## src/rtl/seg_decoder.sv

```systemverilog
// Debounces a pair of 7-segment glyph buses and decodes them back to a hex
// byte, delivered over a valid/ready handshake with error/overrun flags.
module seg_decoder #(
  parameter int STABLE_CYCLES = 4
) (
  input  logic       clk,
  input  logic       rst,
  input  logic [6:0] segdeci_1,
  input  logic [6:0] segdeci_2,
  input  logic       segdeci_ready,
  output logic [7:0] segdeco_data,
  output logic       segdeco_valid,
  output logic       segdeco_error,
  output logic       segdeco_overrun
);

  localparam logic [7:0] STABLE    = 8'(STABLE_CYCLES);
  localparam logic [7:0] STABLE_M1 = 8'(STABLE_CYCLES - 1);

  logic [13:0] prev_q, prev_d;
  logic [7:0]  cnt_q, cnt_d;
  logic [7:0]  data_q, data_d;
  logic        valid_q, valid_d;
  logic        error_q, error_d;
  logic        overrun_q, overrun_d;

  logic [13:0] cur;
  logic        match;
  logic        capture;
  logic        blank;
  logic        legal;
  logic        load;
  logic [4:0]  dec_lo;
  logic [4:0]  dec_hi;

  // {legal, nibble}
  function automatic logic [4:0] glyph_dec(input logic [6:0] g);
    logic [4:0] r;
    case (g)
      7'h3F:   r = {1'b1, 4'h0};
      7'h06:   r = {1'b1, 4'h1};
      7'h5B:   r = {1'b1, 4'h2};
      7'h4F:   r = {1'b1, 4'h3};
      7'h66:   r = {1'b1, 4'h4};
      7'h6D:   r = {1'b1, 4'h5};
      7'h7D:   r = {1'b1, 4'h6};
      7'h07:   r = {1'b1, 4'h7};
      7'h7F:   r = {1'b1, 4'h8};
      7'h6F:   r = {1'b1, 4'h9};
      7'h77:   r = {1'b1, 4'hA};
      7'h7C:   r = {1'b1, 4'hB};
      7'h39:   r = {1'b1, 4'hC};
      7'h5E:   r = {1'b1, 4'hD};
      7'h79:   r = {1'b1, 4'hE};
      7'h71:   r = {1'b1, 4'hF};
      default: r = 5'b0;
    endcase
    return r;
  endfunction

  always_comb begin
    cur     = {segdeci_2, segdeci_1};
    match   = (cur == prev_q);
    capture = match && (cnt_q == STABLE_M1);
    blank   = (cur == 14'd0);
    dec_lo  = glyph_dec(segdeci_1);
    dec_hi  = glyph_dec(segdeci_2);
    legal   = dec_lo[4] && dec_hi[4];
    load    = capture && !blank && legal;
  end

  always_comb begin
    prev_d    = cur;
    cnt_d     = cnt_q;
    data_d    = data_q;
    valid_d   = valid_q;
    overrun_d = overrun_q;
    error_d   = capture && !blank && !legal;

    if (!match) begin
      cnt_d = 8'd0;
    end else if (cnt_q != STABLE) begin
      cnt_d = cnt_q + 8'd1;
    end

    // A pending byte may only be replaced when it is accepted this edge.
    if (load) begin
      if (!valid_q || segdeci_ready) begin
        data_d  = {dec_hi[3:0], dec_lo[3:0]};
        valid_d = 1'b1;
      end else begin
        overrun_d = 1'b1;
      end
    end else if (valid_q && segdeci_ready) begin
      valid_d = 1'b0;
    end
  end

  always_ff @(posedge clk or negedge rst) begin
    if (!rst) begin
      prev_q    <= '0;
      cnt_q     <= '0;
      data_q    <= '0;
      valid_q   <= 1'b0;
      error_q   <= 1'b0;
      overrun_q <= 1'b0;
    end else begin
      prev_q    <= prev_d;
      cnt_q     <= cnt_d;
      data_q    <= data_d;
      valid_q   <= valid_d;
      error_q   <= error_d;
      overrun_q <= overrun_d;
    end
  end

  assign segdeco_data    = data_q;
  assign segdeco_valid   = valid_q;
  assign segdeco_error   = error_q;
  assign segdeco_overrun = overrun_q;

endmodule

```

## config.mk

```make
export PLATFORM = sky130hd
export DESIGN_NAME = seg_decoder
export DESIGN_NICKNAME = d
export VERILOG_FILES = /design/src/rtl/seg_decoder.sv
export SDC_FILE = /design/constraint.sdc
export NUM_CORES = 1
export LEC_CHECK = 0
export BUFFER_PORTS_ARGS = -buffer_cell sky130_fd_sc_hd__buf_2
export CAP_MARGIN = 10
export CORE_UTILIZATION = 50
export DETAILED_ROUTE_END_ITERATION = 7
export PLACE_DENSITY = 0.74
export SLEW_MARGIN = 30
export SYNTH_ARGS = -nofsm -noshare
export SYNTH_HDL_FRONTEND = slang
export SYNTH_SLANG_ARGS = --single-unit
```

## constraint.sdc

```tcl
create_clock -name clk -period 2.1 [get_ports clk]
set_clock_uncertainty 0.15 [all_clocks]
set_input_delay 0.315 -clock clk [delete_from_list [all_inputs] [get_ports clk]]
set_output_delay 0.315 -clock clk [all_outputs]
set_load 0.01 [all_outputs]
```

==> summary.md, run 1 <==
| Metric | Value |
|---|---|
| Outcome | finished, violations left |
| Failing checks | negative setup slack |
| HP Start | segdeci_2[1] |
| Sequential Power Share | 48.4% |
| Leak | 1.30 nW |
| Max VDD drop | ~0.43 mV |
| EDFF count, synth | 0 |
| Seq cells post-synth | 33 |
| Non-Filler Instances | between 300 and 400 |
| Sum Neg Setup Slack | -0.0906 ns |
| Global-route wire length before repair | about 8300 um |
| Largest net degree at the start of global routing | 34 |
| Worst Setup Start Kind | flip-flop |
| CTS sink count | 33 |
| Crit path kind | reg2reg |
| Critical Path RT | 2.13 ns |
| Total CTS buffers | 5 |
| Vias per cell | 5.52 |
| Hold Path Depth | 1 |
| Worst-Margin Slew | 0.716 ns |
| Fin area | 0.00277 mm^2 |
| Worst r2r path cells | 6 |
| Ant diodes | 0 |
| DP Wirelength | around 3700 um |
| Iteration-0 DRC Markers | 83 |
| Final Hold Fails | 0 |
| Root buffer cell | clkbuf_8 |
| Sequential-to-total area share from yosys stat | 40.2% |
| Layout Utilization | roughly 73% |
| Starting Density | 54.1% |
| Placed Cells | about 330 |
| Tcrit/Tclk final | 101% |
| Post-synth ARST share | 100% |
| Cell Pwr Density | 489 mW/mm^2 |
| Hold Crit Class | in2reg |
| Layout area overhead | 34.7% |
| Wirelength per Cell | around 14 um |
| Clk pwr share | between 30% and 40% |
| Via Count | 1903 |
| Placer congestion estimate | ~0.84 |
| Synth cell types | 51 |
| Placed Area | 0.00263 mm^2 |
| Combinational Power Share | 17.6% |
| RSZ-0062 raised after global routing | true |
| Post-synthesis instance total | 216 |
| Rows | 22 |
| Io pins | 28 |
| FF-to-FF End | segdeco_data[5] |
| Initial antenna violation count | 0 |
| Layout Nets | 315 |
| Max_cap viols | 0 |
| Worst setup margin | -0.0236 ns |
| Final count of pins violating max slew | 0 |
| TritonRoute pass-1 iters | 6 |
| Die Area | between 0.004 and 0.005 mm^2 |
| Vias in the first global route | approximately 1800 |
| Tot GR Track Use | 25.7% |
| Clock-pin slew on the worst setup and hold paths | 0.07 ns |
| Setup slack, reg-to-reg | -0.02 ns |
| Clk Latency, worst-skew pair | a little under 0.3 ns |
| Internal power | roughly 0.99 mW |
| Rel. slew slack | between 50% and 60% |
| Die Y | 66.1 um |
| Warnings, synthesis | 0 |
| Number of H-tree levels | 2 |
| Post-Synthesis Cell Area | 0.00205 mm^2 |
| Share of cells above drive strength 1 | between 30% and 40% |
| Final WL | 4970 um |
| Top_reg_cell synth | dfrtp_1 |
| Number of port buffers | 27 |
| Syn Area/Cell | approximately 9.5 um^2 |
| Tmin final | 2.12 ns |
| Met2 wire len | 2410 um |
| CP arrival | ~2.2 ns |
| Setup crit end kind | flip-flop |
| Grt ovf | 0 |
| CTS tree | built |
| Die width | 66.1 um |
| Critical R2R Launch | cnt_q[5] |
| Net Sw Power | 0.364 mW |
| Post-DRT Antenna Nets | 0 |
| Sw frac | between 20% and 30% |
| DR DRC count | 0 |
| Setup violators final | 4 |
| Max clock buf depth | 2 |
| Core box area | between 0.003 and 0.004 mm^2 |
| Fmax | 471 MHz |
| Post-synth net total | around 240 |
| WL met1 | 2310 um |
| Max Used Layer | met4 |
| Design Power | about 1.4 mW |
| Routed wire length on met3 | approximately 190 um |
| Crit-path max FO | 6 |
| Sink of the worst hold path | prev_q[8] |
[metal layers]
layer  up-vias  GRT usage (%)
met1       903           33.4
met2        48           42.6
met5         -              0
met4         0           6.38
met3         9           6.21
li1        943              -
[cell type report]
| cell class | count | area (um^2) |
|---|---|---|
| fillers | 286 | 1030 |
| multi-input cells | 161 | 1160 |
| inverters | 7 | 26.3 |
| well taps | 48 | 60.1 |
| clock buffers | 5 | 68.8 |
| repair buffers | 88 | 612 |
| clock inverters | 3 | 17.5 |
| flip-flops and latches | 33 | 826 |
[worst max-delay path, cell delays in order, from the launching register on]
cell and delay [ns]:
dfrtp_1 0.39, or4_4 0.55, nor2_4 0.10, nand4b_1 0.15, nor2_2 0.20, nand3_4 0.15, mux2_4 0.32
[logic make-up after synthesis]
family | Yosys count | share of synthesized area (%)
flip-flops | 33 | 40.2
AND/OR/NAND/NOR | 90 | 25.2
adder cells (fa/ha/maj) | 2 | 1.22
buffers and inverters | 22 | 4.75
XOR/XNOR | 22 | 9.38
multiplexers | 8 | 4.87
AO/OA/AOI/OAI | 39 | 14.4
[metrics by stage]
stage	hold slack [ns]	worst slack, ns
floorplan	-0.131	-0.0664
global placement	0.251	-0.182
detailed placement	0.264	-0.258
CTS	0.0258	0.0174
global route	0.0260	-0.123
finish	0.0354	-0.0236
[synthesized netlist by cell type (3+ instances only)]
| master | count | share of area (%) |
|---|---|---|
| nor3_1 | 7 | 1.7 |
| clkbuf_1 | 7 | 1.3 |
| dfrtp_1 | 33 | 40 |
| inv_1 | 7 | 1.3 |
| nor2_1 | 19 | 3.5 |
| nand2_1 | 12 | 2.2 |
| buf_2 | 6 | 1.5 |
| nor4_1 | 6 | 1.8 |
| o21ai_0 | 7 | 1.7 |
| mux2i_1 | 4 | 1.9 |
| and3_1 | 4 | 1.2 |
| nand3_1 | 11 | 2.7 |
| nand4_1 | 3 | 0.91 |
| nand2b_1 | 8 | 2.4 |
| nand4b_1 | 3 | 1.3 |
| xor2_1 | 20 | 8.5 |
| mux2_4 | 4 | 2.9 |
| a21oi_1 | 8 | 1.9 |
| nand3b_1 | 4 | 1.5 |
[state kept, by name, summed over array words and instances (netlist names)]
name / flops
segdeco_valid: 1
segdeco_data: 8
segdeco_overrun: 1
prev_q: 14
cnt_q: 8
segdeco_error: 1
[repair_timing]
action,in CTS,in global routing
hold endpoints to repair,33,0
setup endpoints to repair,8,8
buffers inserted,2,2
pin swaps,2,2
hold buffers,1,0
resized for setup,2,2
[power by group through the flow]
stage,registers (mW),clock network [mW],logic [mW]
finish,0.656,0.460,0.238
global route,0.656,0.495,0.261
CTS,0.655,0.467,0.237
detailed placement,0.667,0,0.235
global placement,0.667,0,0.229
floorplan,0.666,0,0.120
[how the worst max path moves through the flow]
stage | startpoint | endpoint | cells past startpoint
final | cnt_q[5] | segdeco_data[5] | 6
after global routing | cnt_q[5] | segdeco_data[2] | 6
after CTS | cnt_q[5] | segdeco_data[1] | 6
after detailed placement | segdeci_1[2] | segdeco_data[7] | 8
after global placement | segdeci_1[2] | segdeco_data[1] | 7
after floorplan | segdeci_1[3] | segdeco_data[1] | 7
[layout by cell type, fill, tap and decap left out, drive strengths merged, types with 2 or more instances in the layout]
cell type	instances
and3	4
inv	7
a32oi	2
nor3	7
a2111oi	2
a31oi	2
mux2	4
nand3	12
xor2	20
o211ai	2
nand3b	4
nand2	12
nand4b	3
o21ai	7
mux2i	4
a21oi	8
clkinv	2
buf	87
a211oi	2
nor2b	2
dfrtp	33
nand4	3
nand2b	8
nor3b	2
nor2	19
o22ai	2
o22a	2
or4b	2
clkbuf	5
o32ai	2
ha	2
xnor2	2
nor4	6
Note: power is estimated with default switching activity, not from simulation.
==> inputs of run 2 (changes only) <==
--- a/config.mk
+++ b/config.mk
@@ -8,8 +8,10 @@
 export BUFFER_PORTS_ARGS = -buffer_cell sky130_fd_sc_hd__buf_2
 export CAP_MARGIN = 10
 export CORE_UTILIZATION = 50
+export CTS_BUF_LIST = sky130_fd_sc_hd__clkbuf_2
+export CTS_CLUSTER_SIZE = 16
 export DETAILED_ROUTE_END_ITERATION = 7
-export PLACE_DENSITY = 0.74
+export PLACE_DENSITY = 0.71
 export SLEW_MARGIN = 30
 export SYNTH_ARGS = -nofsm -noshare
 export SYNTH_HDL_FRONTEND = slang
==> constraint.sdc (replaced) <==
create_clock -name clk -period 2.4 [get_ports clk]
set_clock_uncertainty 0.15 [all_clocks]
set_input_delay 0.36 -clock clk [delete_from_list [all_inputs] [get_ports clk]]
set_output_delay 0.36 -clock clk [all_outputs]
set_load 0.01 [all_outputs]
==> run 2 against run 1 <==
  * The run now ends clean
  * Critical endpoint is now segdeco_data[2]
  * Fmax down 3.5%
  * Setup slack improved by 0.22 ns
  * Combinational power decreased by 25%
  * Largest cell class unchanged
==> summary.md, run 2 (synthesis results as in run 1) <==
| Metric | Value |
|---|---|
| Fmax | 454 MHz (-3.5%) |
| Critical Path RT | 2.52 ns (+0.39 ns) |
| Pre-CTS WS | -0.0380 ns (+0.220 ns) |
| Layout area overhead | 20.0% |
| Most flops, register | prev_q |
| Hold Crit Class | in2reg |
| Worst r2r path cells | 6 (unchanged) |
| DR DRC count | 0 (unchanged) |
| Worst Setup Start Kind | flip-flop |
| Wirelength per Cell | 14.7 um (+1.9%) |
| Tmin final | 2.20 ns (+0.0774 ns) |
| Ant diodes | 0 (unchanged) |
| Die Y | 66.1 um (unchanged) |
| Layout Nets | 278 (-12%) |
| Max_cap viols | 0 (unchanged) |
| Rel. slew slack | 51.6% (-0.65 points) |
| CP max-delay cell | or4_1 |
| Fin area | 0.00246 mm^2 (-11%) |
| Share of cells above drive strength 1 | 25.8% (-11 points) |
| Final WL | 4520 um (-9.0%) |
| Most frequent cells in the layout | dfrtp_1, buf_2, xor2_1, buf_4, nor2_1 |
| Number of H-tree levels | 2 (unchanged) |
| Via Count | 1774 (-6.8%) |
| Global-route wire length before repair | 7850 um (-5.5%) |
| Grt ovf | 0 (unchanged) |
| Worst setup margin | 0.199 ns (+0.223 ns) |
| Placed Area | 0.00239 mm^2 (-9.1%) |
| Fill cells | 313 (+9.4%) |
| Placer congestion estimate | 0.796 (-5.4%) |
| Crit-path cells | or4_1 > nor2_1 > nand4b_1 > nor2_2 > nand3_4 > mux2_4 |
| Number of port buffers | 27 (unchanged) |
| Final Hold Fails | 0 (unchanged) |
| Io pins | 28 (unchanged) |
| Cell Pwr Density | 451 mW/mm^2 (-7.8%) |
| Tot GR Track Use | 23.5% (-2.2 points) |
| RSZ-0062 raised after global routing | false |
| Post-DRT Antenna Nets | 0 (unchanged) |
| CTS tree | built |
| Setup crit end kind | flip-flop |
| Core box area | 0.00380 mm^2 (unchanged) |
| Final count of pins violating max slew | 0 (unchanged) |
| Hold slack | 0.0395 ns (+0.00408 ns) |
| Tcrit/Tclk final | 91.7% (-9.4 points) |
| Non-Filler Instances | 308 (-11%) |
| Vias per cell | 5.76 (+4.4%) |
| Crit path kind | reg2reg |
| TritonRoute pass-1 iters | 4 (-2) |
| Most common cell after layout, fill and taps aside | dfrtp_1 |
| Crit-path max FO | 6 (unchanged) |
| DP Wirelength | 3270 um (-12%) |
| Iteration-0 DRC Markers | 67 (-19%) |
| Sum Neg Setup Slack | 0 ns (+0.0906 ns) |
| Vias in the first global route | 1736 (-2.1%) |
| Worst-Margin Slew | 0.726 ns (+0.00969 ns) |
| Setup slack, reg-to-reg | 0.20 ns (+0.22 ns) |
| Setup violators final | 0 (-4) |
| Die width | 66.1 um (unchanged) |
| Die Area | 0.00437 mm^2 (unchanged) |
| Max clock buf depth | 2 (unchanged) |
| Layout Utilization | 64.9% (-8.0 points) |
| Total CTS buffers | 5 (unchanged) |
| Design Power | 1.11 mW (-18%) |
| Max VDD drop | 0.364 mV (-16%) |
| Clk Latency, worst-skew pair | 0.36 ns (+0.07 ns) |
| Leak | 1.11 nW (-14%) |
| CP arrival | 2.32 ns (+0.17 ns) |
| Starting Density | 54.1% (unchanged) |
| Rows | 22 (unchanged) |
| Max reg flops | 14 (unchanged) |
| Root buffer cell | clkbuf_2 |
| Largest net degree at the start of global routing | 34 (unchanged) |
| Placed Cells | 299 (-9.9%) |
| Hold Path Depth | 1 (unchanged) |
| CTS sink count | 33 (unchanged) |
| Outcome | finished clean |
| Max stage delay on crit path | 0.53 ns (-0.02 ns) |
| Initial antenna violation count | 0 (unchanged) |
| Clock-pin slew on the worst setup and hold paths | 0.17 ns (+0.10 ns) |
## run 2: cell types whose count changed in the layout (fill, tap and decap cells not counted), sizes merged
cell	previous run	this run
clkinv	2	1
clkbuf	5	6
clkinvlp	1	0
bufinv	0	1
buf	87	50
## run 2: cell type report
type / count / area (um^2) / area share [%]
clock inverters: 2 / 33.8 / 1.37
multi-input cells: 161 / 1130 / 46.0
well taps: 48 / 60.1 / 2.44
inverters: 7 / 26.3 / 1.07
clock buffers: 6 / 30.0 / 1.22
flip-flops and latches: 33 / 826 / 33.5
repair buffers: 51 / 355 / 14.4
## run 2: report_power, final
group / leakage (nW) / internal, mW / switching, mW
combinational: 0.666 / 0.0765 / 0.102
clock: 0.0406 / 0.178 / 0.182
sequential: 0.408 / 0.568 / 0.00522
## run 2: worst paths after layout
path / from / endpoint
max: cnt_q[3] / segdeco_data[2]
min: segdeci_1[4] / prev_q[4]
max reg2reg: cnt_q[3] / segdeco_data[2]
min reg2reg: segdeco_overrun / segdeco_overrun
max in group asynchronous: rst / prev_q[7]
min in group asynchronous: rst / segdeco_data[7]
## run 2: metal layers
metal,vias up,share of wire (%),global-route usage [%]
met1,842,49,31.9
met4,0,0.82,6.38
li1,869,-,-
met3,5,5.4,5.00
met2,58,45,37.6
met5,-,0,0
## run 2: repair_timing
item / in CTS / in global routing
hold buffers: 1 / 0
endpoints found under the hold margin: 33 / 0
resized for setup: 0 / 1
setup endpoints to repair: 0 / 2
buffers inserted: 0 / 0
## run 2: critical path, delay by kind of cell (launching register included)
| kind | cells | cell delay (ns) |
|---|---|---|
| muxes | 1 | 0.32 |
| DFF | 1 | 0.46 |
| and+or+nand+nor | 5 | 1.18 |
==> inputs of run 3 (changes only) <==
--- a/config.mk
+++ b/config.mk
@@ -12,6 +12,7 @@
 export CTS_CLUSTER_SIZE = 16
 export DETAILED_ROUTE_END_ITERATION = 7
 export PLACE_DENSITY = 0.71
+export RECOVER_POWER = 100
 export SLEW_MARGIN = 30
 export SYNTH_ARGS = -nofsm -noshare
 export SYNTH_HDL_FRONTEND = slang
==> run 3 against run 2 <==
  * Final cell count stayed put
  * Routed wire length rose by 0.38%
  * Non-clock buffer count unchanged
  * Die area unchanged
  * Design area decreased by 3.8%
  * Setup slack got worse by 0.041 ns
  * Critical path depth rose by 2
  * Combinational power shrank 7%
  * Highest routed layer unchanged
  * Hold slack improved by 0.077 ns
  * Utilization decreased by 2.5 points
  * Sequential share of layout area rose by 1.3 points
  * Clock power is essentially flat
==> summary.md, run 3 (synthesis results as in run 1) <==
| Metric | Value |
|---|---|
| Placer congestion estimate | 0.796 (unchanged) |
| Vias per cell | 5.81 (+0.96%) |
| Area occupied by multi-input gates | 0.00112 mm^2 (-1.3%) |
| Placed Cells | 299 (unchanged) |
| Crit path kind | in2reg |
| Cell Pwr Density | 463 mW/mm^2 (+2.6%) |
| Most frequent cells in the layout | dfrtp_1, clkbuf_1, xor2_1 |
| Design Power | 1.10 mW (-1.3%) |
| Iteration-0 DRC Markers | 91 (+36%) |
| Rel. slew slack | 46.5% (-5.1 points) |
| Critical Path RT | 2.52 ns (about the same) |
| Hold Crit Class | in2reg |
| CTS tree | built |
| Number of port buffers | 27 (unchanged) |
| Non-Filler Instances | 308 (unchanged) |
| Outcome | finished clean |
| Worst setup margin | 0.158 ns (-0.0410 ns) |
| Max reg flops | 14 (unchanged) |
| DR DRC count | 0 (unchanged) |
| Register area | 826 um^2 (unchanged) |
| CTS sink count | 33 (unchanged) |
| DP Wirelength | 3270 um (unchanged) |
| Critical R2R Launch | cnt_q[3] |
| Rows | 22 (unchanged) |
| Share of cells above drive strength 1 | 14.6% (-11 points) |
| Max clock buf depth | 2 (unchanged) |
| Via Count | 1791 (+0.96%) |
| Worst Setup Start Kind | input pin |
| Setup crit end kind | flip-flop |
| Tmin final | 2.24 ns (+0.0410 ns) |
| Setup violators final | 0 (unchanged) |
| Fill cells | 338 (+8.0%) |
| Die Area | 0.00437 mm^2 (unchanged) |
| Hold slack | 0.117 ns (+0.0770 ns) |
| Io pins | 28 (unchanged) |
| Clk Latency, worst-skew pair | 0.36 ns (about the same) |
| Grt ovf | 0 (unchanged) |
| Total CTS buffers | 5 (unchanged) |
| Max VDD drop | 0.364 mV (about the same) |
| Crit-path max FO | 10 (+4) |
| Initial antenna violation count | 0 (unchanged) |
| Fmax | 446 MHz (-1.8%) |
| Most common cell after layout, fill and taps aside | dfrtp_1 |
| Core box area | 0.00380 mm^2 (unchanged) |
| Clock-pin slew on the worst setup and hold paths | 0.16 ns (about the same) |
| HP Start | segdeci_1[4] |
| Most flops, register | prev_q |
| Final Hold Fails | 0 (unchanged) |
| Vias in the first global route | 1736 (unchanged) |
| Starting Density | 54.1% (unchanged) |
| Die width | 66.1 um (unchanged) |
| RSZ-0062 raised after global routing | false |
| TritonRoute pass-1 iters | 4 (unchanged) |
| Final WL | 4540 um (+0.38%) |
| Global-route wire length before repair | 7850 um (unchanged) |
| Post-DRT Antenna Nets | 0 (unchanged) |
| Layout Nets | 278 (unchanged) |
| Number of H-tree levels | 2 (unchanged) |
| CP arrival | 2.36 ns (+0.04 ns) |
| Die Y | 66.1 um (unchanged) |
| Leak | 1.01 nW (-9.1%) |
| Largest net degree at the start of global routing | 34 (unchanged) |
| Ant diodes | 0 (unchanged) |
| Max_cap viols | 0 (unchanged) |
| Layout area overhead | 15.4% |
| Root buffer cell | clkbuf_2 |
| Wirelength per Cell | 14.7 um (+0.38%) |
| Tot GR Track Use | 23.5% (unchanged) |
| Pre-CTS WS | -0.0380 ns (unchanged) |
| Worst-Margin Slew | 0.803 ns (+0.0772 ns) |
| Layout Utilization | 62.4% (-2.5 points) |
| Tcrit/Tclk final | 93.4% (+1.7 points) |
| Final count of pins violating max slew | 0 (unchanged) |
| Crit. Startpoint | segdeci_1[0] |
-- run 3: worst max-delay path, stage by stage --
cell and delay (ns):
buf_2 0.10, clkbuf_1 0.39, nand3_1 0.21, a2111oi_4 0.38
a2111oi_1 0.13, a32oi_2 0.28, nand3_4 0.16, mux2_1 0.34
-- run 3: worst paths after layout --
check                                  end  slack, ns  depth (start not counted)
hold reg to reg            segdeco_overrun       0.35                          1
min in group asynchronous  segdeco_data[7]       0.44                          2
setup reg to reg           segdeco_data[2]       0.18                          6
hold / removal                   prev_q[4]       0.12                          1
max in group asynchronous        prev_q[7]       1.16                          2
setup / recovery           segdeco_data[2]       0.16                          8
-- run 3: per-layer routing --
layer  global-route usage, %  up-vias  share of wire (%)
met1                    31.9      853                 48
met2                    37.6       64                 45
met3                    5.00        5                5.9
met4                    6.38        0               0.82
met5                       0        -                  0
li1                        -      869                  -
-- run 3: power breakdown --
part	internal (mW)	total, mW	switching, mW
logic	0.0650	0.165	0.100
clock network	0.178	0.359	0.181
registers	0.568	0.573	0.00520
total	0.811	1.10	0.286
-- run 3: final cells by class --
type	instances	share of cell area (%)
multi-input combinational	161	47.2
clock inverter	2	1.42
inverter	7	1.11
clock buffer	6	1.27
timing repair buffer	51	11.7
tap	48	2.53
sequential	33	34.8
-- run 3: metrics by stage --
step                      instance area [um^2]  setup TNS, ns
after global placement                    2390              0
final                                     2370              0
after floorplan                           2050              0
after global routing                      2370              0
after detailed placement                  2390         -0.209
after CTS                                 2460              0
-- run 3: repair_timing --
| item | CTS | global route |
|---|---|---|
| buffers inserted | 0 | 0 |
| gates resized for setup | 0 | 1 |
| hold buffers | 1 | 0 |
| setup endpoints to repair | 0 | 2 |
| hold endpoints to repair | 33 | 0 |
